File: config.mk
export PLATFORM = sky130hd
export DESIGN_NAME = gen_collector_flat
export DESIGN_NICKNAME = d
export VERILOG_FILES = /design/src/rtl/gen_proto_pkg.sv /design/src/rtl/gen_collector_if.sv /design/src/rtl/gen_collector_fifo.sv /design/src/rtl/gen_collector.sv /design/src/flat_wrapper.sv
export SDC_FILE = /design/constraint.sdc
export NUM_CORES = 1
export LEC_CHECK = 0
export ABC_CLOCK_PERIOD_IN_PS = 4650
export CORE_MARGIN = 5
export CORE_UTILIZATION = 50
export DETAILED_ROUTE_END_ITERATION = 7
export PLACE_DENSITY = 0.8
export SLEW_MARGIN = 10
export SYNTH_ARGS = -nofsm -noshare
export SYNTH_HDL_FRONTEND = slang
export SYNTH_SLANG_ARGS = --single-unit
export TNS_END_PERCENT = 100
File: constraint.sdc
create_clock -name _clock -period 4.65 [get_ports _clock]
set_clock_uncertainty 0.2 [all_clocks]
set_input_delay 0.6975 -clock _clock [delete_from_list [all_inputs] [get_ports _clock]]
set_output_delay 0.6975 -clock _clock [all_outputs]
set_load 0.02 [all_outputs]
File: src/rtl/gen_proto_pkg.sv
// gen_proto_pkg: shared types for caller-side blocks of the generator ready/valid protocol
package gen_proto_pkg;
  localparam int WIDTH = 32;
  typedef enum logic [1:0] {IDLE, LAUNCH, RUN, FINISH} state_t;
  typedef struct packed {
    logic [WIDTH-1:0] out0;
    logic [WIDTH-1:0] out1;
  } tuple_t;
endpackage

File: src/rtl/gen_collector_if.sv
// gen_collector_if: command, generator and readout signals of the collector
interface gen_collector_if #(parameter int WIDTH = gen_proto_pkg::WIDTH, parameter int CNT_W = 16) ();
  logic cmd_start;
  logic [WIDTH-1:0] cmd_base, cmd_limit, cmd_step;
  logic busy, run_done;
  logic [CNT_W-1:0] item_count;
  logic [WIDTH-1:0] gen_base, gen_limit, gen_step;
  logic gen_start, gen_ready, gen_valid, gen_done;
  logic [WIDTH-1:0] gen_0, gen_1;
  logic rd_en, rd_valid;
  logic [WIDTH-1:0] rd_0, rd_1;
  modport master (
    input  cmd_start, cmd_base, cmd_limit, cmd_step, gen_valid, gen_done, gen_0, gen_1, rd_en,
    output busy, run_done, item_count, gen_base, gen_limit, gen_step, gen_start, gen_ready,
           rd_valid, rd_0, rd_1
  );
  modport slave (
    output cmd_start, cmd_base, cmd_limit, cmd_step, gen_valid, gen_done, gen_0, gen_1, rd_en,
    input  busy, run_done, item_count, gen_base, gen_limit, gen_step, gen_start, gen_ready,
           rd_valid, rd_0, rd_1
  );
endinterface

File: src/rtl/gen_collector_fifo.sv
// sync_fifo_fwft: first-word-fall-through FIFO; push while full is accepted only alongside a pop
module sync_fifo_fwft #(parameter int W = 64, parameter int DEPTH = 4) (
  input  logic         clk,
  input  logic         rst,
  input  logic         push,
  input  logic         pop,
  input  logic [W-1:0] din,
  output logic [W-1:0] dout,
  output logic         full,
  output logic         empty
);
  localparam int AW = $clog2(DEPTH);
  logic [W-1:0] mem_q [DEPTH];
  logic [AW-1:0] wp_q, rp_q;
  logic [AW:0] cnt_q;
  logic do_push, do_pop;
  assign empty = cnt_q == '0;
  assign full = cnt_q == (AW+1)'(DEPTH);
  assign do_pop = pop && !empty;
  assign do_push = push && (!full || do_pop);
  assign dout = empty ? '0 : mem_q[rp_q];
  always_ff @(posedge clk or posedge rst)
    if (rst) begin
      wp_q <= '0;
      rp_q <= '0;
      cnt_q <= '0;
    end else begin
      if (do_push) wp_q <= wp_q + 1'b1;
      if (do_pop) rp_q <= rp_q + 1'b1;
      cnt_q <= cnt_q + {{AW{1'b0}}, do_push} - {{AW{1'b0}}, do_pop};
    end
  always_ff @(posedge clk)
    if (do_push) mem_q[wp_q] <= din;
endmodule

File: src/rtl/gen_collector.sv
// gen_collector: launches a generator run and captures its yielded tuples into a FWFT FIFO
module gen_collector import gen_proto_pkg::*; #(parameter int DEPTH = 4, parameter int CNT_W = 16) (
  input logic _clock,
  input logic _reset,
  gen_collector_if.master bus
);
  state_t state_q, state_d;
  logic [CNT_W-1:0] cnt_q, cnt_d;
  logic [WIDTH-1:0] base_q, base_d, lim_q, lim_d, step_q, step_d;
  logic accept, ready, push, full, empty;
  tuple_t head;
  assign accept = state_q == IDLE && bus.cmd_start;
  // popping frees a slot in the same edge, so a full FIFO can still accept
  assign ready = state_q == RUN && (!full || (bus.rd_en && !empty));
  assign push = ready && bus.gen_valid;
  sync_fifo_fwft #(.W($bits(tuple_t)), .DEPTH(DEPTH)) u_fifo (
    .clk(_clock), .rst(_reset), .push(push), .pop(bus.rd_en),
    .din(tuple_t'{out0: bus.gen_0, out1: bus.gen_1}), .dout(head), .full(full), .empty(empty)
  );
  always_ff @(posedge _clock or posedge _reset)
    if (_reset) state_q <= IDLE;
    else state_q <= state_d;
  always_comb begin
    state_d = state_q;
    unique case (state_q)
      IDLE:    state_d = bus.cmd_start ? LAUNCH : IDLE;
      LAUNCH:  state_d = RUN;
      RUN:     state_d = bus.gen_done && (!bus.gen_valid || ready) ? FINISH : RUN;
      FINISH:  state_d = IDLE;
      default: state_d = IDLE;
    endcase
  end
  always_comb begin
    base_d = accept ? bus.cmd_base : base_q;
    lim_d = accept ? bus.cmd_limit : lim_q;
    step_d = accept ? bus.cmd_step : step_q;
    cnt_d = accept ? '0 : (push && !(&cnt_q)) ? cnt_q + 1'b1 : cnt_q;
  end
  always_ff @(posedge _clock or posedge _reset)
    if (_reset) begin
      base_q <= '0;
      lim_q <= '0;
      step_q <= '0;
      cnt_q <= '0;
    end else begin
      base_q <= base_d;
      lim_q <= lim_d;
      step_q <= step_d;
      cnt_q <= cnt_d;
    end
  always_comb begin
    bus.busy = state_q != IDLE;
    bus.run_done = state_q == FINISH;
    bus.gen_start = state_q == LAUNCH;
    bus.gen_ready = ready;
    bus.item_count = cnt_q;
    bus.gen_base = base_q;
    bus.gen_limit = lim_q;
    bus.gen_step = step_q;
    bus.rd_valid = !empty;
    bus.rd_0 = head.out0;
    bus.rd_1 = head.out1;
  end
endmodule

File: src/flat_wrapper.sv
// flat-port wrapper written by rule: the top's interface ports become plain ports
module gen_collector_flat import gen_proto_pkg::*;
#(parameter int DEPTH = 4, parameter int CNT_W = 16)
  (_clock, _reset, bus_cmd_start, bus_cmd_base, bus_cmd_limit, bus_cmd_step, bus_gen_valid, bus_gen_done, bus_gen_0, bus_gen_1, bus_rd_en, bus_busy, bus_run_done, bus_item_count, bus_gen_base, bus_gen_limit, bus_gen_step, bus_gen_start, bus_gen_ready, bus_rd_valid, bus_rd_0, bus_rd_1);
  gen_collector_if #(.WIDTH(32), .CNT_W(CNT_W)) bus_i ();
  input logic _clock;
  input logic _reset;
  input wire logic [$bits(bus_i.cmd_start)-1:0] bus_cmd_start;
  input wire logic [$bits(bus_i.cmd_base)-1:0] bus_cmd_base;
  input wire logic [$bits(bus_i.cmd_limit)-1:0] bus_cmd_limit;
  input wire logic [$bits(bus_i.cmd_step)-1:0] bus_cmd_step;
  input wire logic [$bits(bus_i.gen_valid)-1:0] bus_gen_valid;
  input wire logic [$bits(bus_i.gen_done)-1:0] bus_gen_done;
  input wire logic [$bits(bus_i.gen_0)-1:0] bus_gen_0;
  input wire logic [$bits(bus_i.gen_1)-1:0] bus_gen_1;
  input wire logic [$bits(bus_i.rd_en)-1:0] bus_rd_en;
  output wire logic [$bits(bus_i.busy)-1:0] bus_busy;
  output wire logic [$bits(bus_i.run_done)-1:0] bus_run_done;
  output wire logic [$bits(bus_i.item_count)-1:0] bus_item_count;
  output wire logic [$bits(bus_i.gen_base)-1:0] bus_gen_base;
  output wire logic [$bits(bus_i.gen_limit)-1:0] bus_gen_limit;
  output wire logic [$bits(bus_i.gen_step)-1:0] bus_gen_step;
  output wire logic [$bits(bus_i.gen_start)-1:0] bus_gen_start;
  output wire logic [$bits(bus_i.gen_ready)-1:0] bus_gen_ready;
  output wire logic [$bits(bus_i.rd_valid)-1:0] bus_rd_valid;
  output wire logic [$bits(bus_i.rd_0)-1:0] bus_rd_0;
  output wire logic [$bits(bus_i.rd_1)-1:0] bus_rd_1;
  assign bus_i.cmd_start = bus_cmd_start;
  assign bus_i.cmd_base = bus_cmd_base;
  assign bus_i.cmd_limit = bus_cmd_limit;
  assign bus_i.cmd_step = bus_cmd_step;
  assign bus_i.gen_valid = bus_gen_valid;
  assign bus_i.gen_done = bus_gen_done;
  assign bus_i.gen_0 = bus_gen_0;
  assign bus_i.gen_1 = bus_gen_1;
  assign bus_i.rd_en = bus_rd_en;
  assign bus_busy = bus_i.busy;
  assign bus_run_done = bus_i.run_done;
  assign bus_item_count = bus_i.item_count;
  assign bus_gen_base = bus_i.gen_base;
  assign bus_gen_limit = bus_i.gen_limit;
  assign bus_gen_step = bus_i.gen_step;
  assign bus_gen_start = bus_i.gen_start;
  assign bus_gen_ready = bus_i.gen_ready;
  assign bus_rd_valid = bus_i.rd_valid;
  assign bus_rd_0 = bus_i.rd_0;
  assign bus_rd_1 = bus_i.rd_1;
  gen_collector #(.DEPTH(DEPTH), .CNT_W(CNT_W)) u_core (._clock(_clock), ._reset(_reset), .bus(bus_i));
endmodule
==> flow_metrics.py <==
metrics = {
    "cts": {
        "post_cts_resized": 0,
        "cts_made_buffers": 39,
        "post_cts_buffers": 0,
        "htreeDepth": 2,
        "clock_path_buffers": 3,
        "cts_hold_buf": 0,
        "cts_sinks": 377,
        "path_clk_slew_ns": 0.06,
        "clockRootBuffer": "clkbuf_16",
        "clock_latency_ns": 0.52,
        "cts_tree": "done",
    },
    "global_routing": {
        "grt_util_all_layers_pct": 22.01,
        "grt_overflow": 0,
        "grt_pass1_wl_mm": 56.44,
        "grt_max_degree": 75,
        "grt_antenna_before_repair": 2,
        "grt_pass1_vias": 9464,
    },
    "placement": {
        "place_congestion": 0.8730,
        "hpwl_mm": 25.10,
        "dp_slack_ns": 1.133,
        "place_area_mm2": 0.01864,
        "io_buffers": 346,
    },
    "synth": {
        "synthTopCellsByCount": "nand2_1 (301), edfxtp_1 (256), dfrtp_1 (121), and2_1 (67), mux4_2 (64)",
        "yosysTopAreaCell": "edfxtp_1",
        "syn_nets": 1141,
        "synth_area_mm2": 0.01473,
        "synth.yosys.warnings": 0,
        "ys_seq_area_share_pct": 72.75,
        "synth-seq-cells": 377,
        "synthArstFlopShare_pct": 32.10,
        "synth-main-ff-cell": "edfxtp_1",
        "synth_area_leaders": "edfxtp_1 (52%), dfrtp_1 (21%), mux4_2 (9.8%)",
        "syn_area_per_cell_um2": 15.30,
        "yosys.cell_count.top_type": "nand2_1",
        "syn_inst": 963,
        "synth_top_area_share_pct": 52.19,
        "yosysUniqueCellTypes": 42,
        "synth_edf_count": 256,
    },
    "job": {
        "cap_viol_max_count": 0,
    },
    "pwr": {
        "p_leak_nw": 7.568,
        "p_switching_w": 0.004452,
        "combinationalPowerShare_pct": 40.7,
        "irDropWorstVdd_mv": 0.4199,
        "seqPwrFrac_pct": 36.5,
        "p_per_area_mw_per_mm2": 657.6,
        "power_frac_clock_pct": 22.8,
        "p_int_w": 0.008611,
        "swShare_pct": 34.08,
        "p_total_w": 0.01306,
    },
    "worst_setup_path": {
        "path_cells": "buf_4 > mux4_2 > and2_1 > clkdlybuf4s50_1",
        "crit_arrival_ns": 3.01,
        "slowest_delay_ns": 0.79,
        "slowest_stage": "dfrtp_4",
        "critPathLaunchType": "flip-flop",
        "worstPathMaxFanout": 28,
        "crit_path_end_kind": "output port",
        "cp_data_required_time_ns": 3.75,
        "worst-path-buf-inv": 2,
        "critPathKind": "reg2out",
        "crit_family": "buffers and inverters",
    },
    "floorplan": {
        "start_util_pct": 51.04,
        "die_y_um": 181.6,
        "core_mm2": 0.02886,
        "rows": 62,
        "die_area_mm2": 0.03299,
        "ios": 347,
        "die_w_um": 181.6,
    },
    "final_layout": {
        "fill_cells": 1951,
        "syn_to_final_growth_pct": 34.87,
        "layout-drive-gt1-share_pct": 11.41,
        "stdcell_area_mm2": 0.01987,
        "post-route-util_pct": 68.84,
        "final_nets": 1498,
        "multi_input_area_mm2": 0.003775,
        "regArea_mm2": 0.01072,
    },
    "sta": {
        "finalSetupViolCount": 0,
        "clock.fmax_mhz": 255.6,
        "finalWorstSetupSlack_ns": 0.7381,
        "drv_slew": 0,
        "fin_crit_sh_pct": 84.13,
        "hold_violations": 0,
        "worst_pin_slew_ns": 1.122,
        "tns_ns": 0,
        "slew_headroom_pct": 24.64,
        "fin_crit_ns": 3.912,
        "grt_setup_unrepaired": "no",
    },
    "routing": {
        "wl_per_cell_um": 21.20,
        "vias_per_cell": 5.279,
        "first_pass_iters": 5,
        "drtAntennaViolNets": 0,
        "detail_route.iter0.violations": 658,
        "drcViolationCount": 0,
        "num_vias": 9165,
        "wirelength_mm": 36.80,
    },
    "hold_path": {
        "min_path_type": "reg2reg",
    },
    "status": {
        "outcome": "completed",
    },
}
==> per-stage QoR <==
step / instances / hold WS [ns]
6_report: 1736 / 0.2723
5_1_grt: 1736 / 0.2920
4_1_cts: 1734 / 0.2753
3_5_place_dp: 1663 / 0.2609
3_3_place_gp: 1663 / 0.2562
2_1_floorplan: 963 / 0.2664
==> final timing paths <==
| check | startpoint | endpoint | slack, ns | cells past startpoint |
|---|---|---|---|---|
| max reg2reg | u_core.state_q[0] | u_core.u_fifo.mem_q[3][36] | 1.77 | 5 |
| min in group asynchronous | _reset | u_core.bus.gen_limit[22] | 0.37 | 2 |
| max | u_core.u_fifo.rp_q[0] | bus_rd_1[17] | 0.74 | 4 |
| min reg2reg | u_core.bus.gen_step[28] | u_core.bus.gen_step[28] | 0.27 | 2 |
| max in group asynchronous | _reset | u_core.bus.gen_limit[26] | 3.03 | 3 |
| min | u_core.bus.gen_step[28] | u_core.bus.gen_step[28] | 0.27 | 2 |
==> registers in the layout (all words and copies together) (netlist names) <==
name / count
u_core.bus.gen_step: 32
u_core.bus.item_count: 16
u_core.u_fifo.rp_q: 2
u_core.state_q: 2
u_core.u_fifo.mem_q: 256
u_core.bus.gen_base: 32
u_core.u_fifo.wp_q: 2
u_core.bus.gen_limit: 32
u_core.u_fifo.cnt_q: 3
==> area by class of cell <==
class | count | area share (%)
clock inverter | 12 | 0.4598
tap | 384 | 2.419
sequential | 377 | 53.96
clock buffer | 59 | 5.706
inverter | 7 | 0.1449
multi-input combinational | 530 | 19.00
timing repair buffer | 365 | 18.28
antenna | 2 | 0.02519
==> placed cells by master, fill, tap and decap left out, types with 11 or more instances in the layout <==
master and n:
and2_1 66, buf_4 17, clkbuf_1 14, clkbuf_16 41
clkdlybuf4s50_1 346, dfrtp_1 119, edfxtp_1 256, ha_1 11
mux4_2 64, nand2_1 300, nand3_1 12
==> logic make-up (layout without fill, tap and decap cells) <==
family,Yosys count,count (layout),synth area share [%]
AO/OA/AOI/OAI,32,32,1.597
flip-flops,377,377,72.75
multiplexers,65,65,9.854
adder cells (fa/ha/maj),12,12,1.070
other,0,2,0
AND/OR/NAND/NOR,416,416,12.73
buffers and inverters,56,443,1.699
XOR/XNOR,5,5,0.2973
==> worst reg2reg max path: stages, from the launching register on <==
cell	delay [ns]
dfrtp_1	0.40
inv_1	0.10
ha_1	0.21
and2_1	0.30
and3_2	0.93
buf_4	0.43
==> power groups by stage <==
| stage | clock (W) | combinational, W | sequential, W |
|---|---|---|---|
| after floorplan | 0 | 0.00249 | 0.00516 |
| after global placement | 0 | 0.00530 | 0.00479 |
| after detailed placement | 0 | 0.00537 | 0.00484 |
| after CTS | 0.00303 | 0.00540 | 0.00478 |
| after global routing | 0.00318 | 0.00566 | 0.00486 |
| final | 0.00298 | 0.00531 | 0.00477 |
==> metal layers <==
layer	GRT usage, %	wire (um)
met1	29.84	14750
met3	3.201	1712
met2	35.95	18660
met5	0	0
met4	9.547	1676
Note: power is estimated with default switching activity, not from simulation.
==> RTL change: new RTL, same settings <==
`CNT_W` is set to 16 in 3 places; all go to 32.
--- a/src/rtl/gen_collector_if.sv
+++ b/src/rtl/gen_collector_if.sv
@@ -1,5 +1,5 @@
 // gen_collector_if: command, generator and readout signals of the collector
-interface gen_collector_if #(parameter int WIDTH = gen_proto_pkg::WIDTH, parameter int CNT_W = 16) ();
+interface gen_collector_if #(parameter int WIDTH = gen_proto_pkg::WIDTH, parameter int CNT_W = 32) ();
   logic cmd_start;
   logic [WIDTH-1:0] cmd_base, cmd_limit, cmd_step;
   logic busy, run_done;
--- a/src/rtl/gen_collector.sv
+++ b/src/rtl/gen_collector.sv
@@ -1,5 +1,5 @@
 // gen_collector: launches a generator run and captures its yielded tuples into a FWFT FIFO
-module gen_collector import gen_proto_pkg::*; #(parameter int DEPTH = 4, parameter int CNT_W = 16) (
+module gen_collector import gen_proto_pkg::*; #(parameter int DEPTH = 4, parameter int CNT_W = 32) (
   input logic _clock,
   input logic _reset,
   gen_collector_if.master bus
--- a/src/flat_wrapper.sv
+++ b/src/flat_wrapper.sv
@@ -1,6 +1,6 @@
 // flat-port wrapper written by rule: the top's interface ports become plain ports
 module gen_collector_flat import gen_proto_pkg::*;
-#(parameter int DEPTH = 4, parameter int CNT_W = 16)
+#(parameter int DEPTH = 4, parameter int CNT_W = 32)
   (_clock, _reset, bus_cmd_start, bus_cmd_base, bus_cmd_limit, bus_cmd_step, bus_gen_valid, bus_gen_done, bus_gen_0, bus_gen_1, bus_rd_en, bus_busy, bus_run_done, bus_item_count, bus_gen_base, bus_gen_limit, bus_gen_step, bus_gen_start, bus_gen_ready, bus_rd_valid, bus_rd_0, bus_rd_1);
   gen_collector_if #(.WIDTH(32), .CNT_W(CNT_W)) bus_i ();
   input logic _clock;
Ports: changed (resized bus_item_count); port bits go from 347 to 363. No check against the original RTL was run, so the function may have changed too.
==> RTL change against the original RTL <==
Final cell count up 7.3%. Synthesized cell count up 11%. Maximum frequency fell by 1.7%. Synthesized area is 6.2% higher. Power is 1.8% higher. Die area is 5.8% higher. Sequential cell count up 16. Utilization shrank 0.55 points. Largest cell class unchanged. Wire length grew 5.1%. Cell area grew 5.7%. Worst setup slack got worse by 68 ps. Register-to-register slack lost 210 ps.
==> RTL change: results (changes against the original RTL) <==
global-route wire length before repair 60,330 um (+6.9%); Max rail drop VDD 0.4104 mV (-2.3%); r2r setup slk 1560 ps (-210 ps); Post-Synth XOR/XNOR Area 0.3920% (+0.095 points); WHS Endpoint u_core.bus.gen_limit[6]; Total GRT Usage 21.77% (-0.24 points); pre-CTS WS 1131 ps (-2.400 ps); Final GP Congestion 0.8438 (-3.3%); Critical Path Sink bus_rd_1[26]; Vias/cell 5.430 (+2.9%); Synth cell types 43 (+2.4%); FF-to-FF path depth 7 (+2); initial drt markers 743 (+13%); Layout Nets 1,615 (+7.8%); n_diodes 0 (-2); Fillers 2,131 (+9.2%); dpl hpwl 25,880 um (+3.1%); crit path max fanout 37 (+32%); post-synthesis sequential area ratio 71.07% (-1.7 points); slowest CP cell dfrtp_4; max incr delay on CP 930 ps (+140 ps); Worst-Margin Slew 1227 ps (+104.9 ps); IO buf count 362 (+4.6%); Post-synth EDFFs 256 (unchanged); syn_nets 1,251 (+9.6%); Num CTS Buffers 41 (+5.1%); initial antenna violation count 5 (+3); Hold Startpoint u_core.bus.gen_limit[6]; wire length per cell 20.76 um (-2.0%); ranking of synthesized cells by area edfxtp_1 49%, dfrtp_1 22%, mux4_2 9.2%; cell leakage power 0.008005 uW (+5.8%); part of the cycle the worst path needs 85.59% (+1.5 points); adder-cell share of the synthesized area 1.088% (+0.018 points); worst setup path start u_core.u_fifo.rp_q[0]; vias in the first global route 10,388 (+9.8%); post-synthesis mux area share 9.471% (-0.38 points); r2r endpoint u_core.u_fifo.cnt_q[2]; WHS Path Cells 2 (unchanged); layout cells sized above 1 10.43% (-0.98 points); CP arrival 3080 ps (+70 ps); status finished clean; Critical R2R Launch u_core.u_fifo.cnt_q[1]; pin count of the biggest net entering global routing 117 (+56%); Top FF cell, synth edfxtp_1; Post-synth top cells 318 x nand2_1, 256 x edfxtp_1, 137 x dfrtp_1, 69 x and2_1, 64 x mux4_2; Compound-Gate Fraction of Synth Area 2.192% (+0.59 points); CP delay by family, top flip-flops; FFs w/ async S/R, synth 34.86% (+2.8 points)
## RTL change: area by class of cell
type	count	share of cell area, %
sequential	393	52.96
multi-input combinational	615	20.49
timing repair buffer	373	17.77
clock buffer	60	5.714
tap	396	2.360
clock inverter	14	0.4648
inverter	12	0.2384
## RTL change: worst register-to-register path: stages, from the launching register on
cell and delay (ps):
dfrtp_1 420, or3_2 940, and2_1 410, ha_1 290, inv_1 40, ha_1 180, fa_1 370, xnor2_1 130
## RTL change: logic make-up (layout without fill, tap and decap cells)
| kind of cell | count (synthesis) | in the layout |
|---|---|---|
| compound gates | 52 | 52 |
| xor+xnor | 7 | 7 |
| fa+ha+maj | 13 | 13 |
| buf+inv | 64 | 459 |
| flops | 393 | 393 |
| mux | 68 | 68 |
| simple gates | 475 | 475 |
## RTL change: power by group
| group | total [uW] | internal, uW | switching, uW |
|---|---|---|---|
| combinational | 5260 | 2530 | 2730 |
| sequential | 4940 | 4470 | 464 |
| clock | 3110 | 1800 | 1310 |
| total | 13300 | 8800 | 4500 |
## RTL change: metal layers
layer	up-vias	share of wire, %	track usage, %
met5	-	0.16	0
met4	8	3.5	6.826
met3	79	9.8	8.100
met2	428	50	36.87
met1	4988	37	26.18
li1	4614	-	-
## RTL change: metrics by stage
step / hold WS, ps / std cells / area [um2] / util (%)
global placement: 257.3 / 1789 / 19700 / 64.07
global route: 290.6 / 1863 / 21000 / 68.29
detailed placement: 261.5 / 1789 / 19700 / 64.07
CTS: 276.3 / 1863 / 21000 / 68.29
floorplan: 307.5 / 1072 / 15640 / -
finish: 271.2 / 1863 / 21000 / 68.29
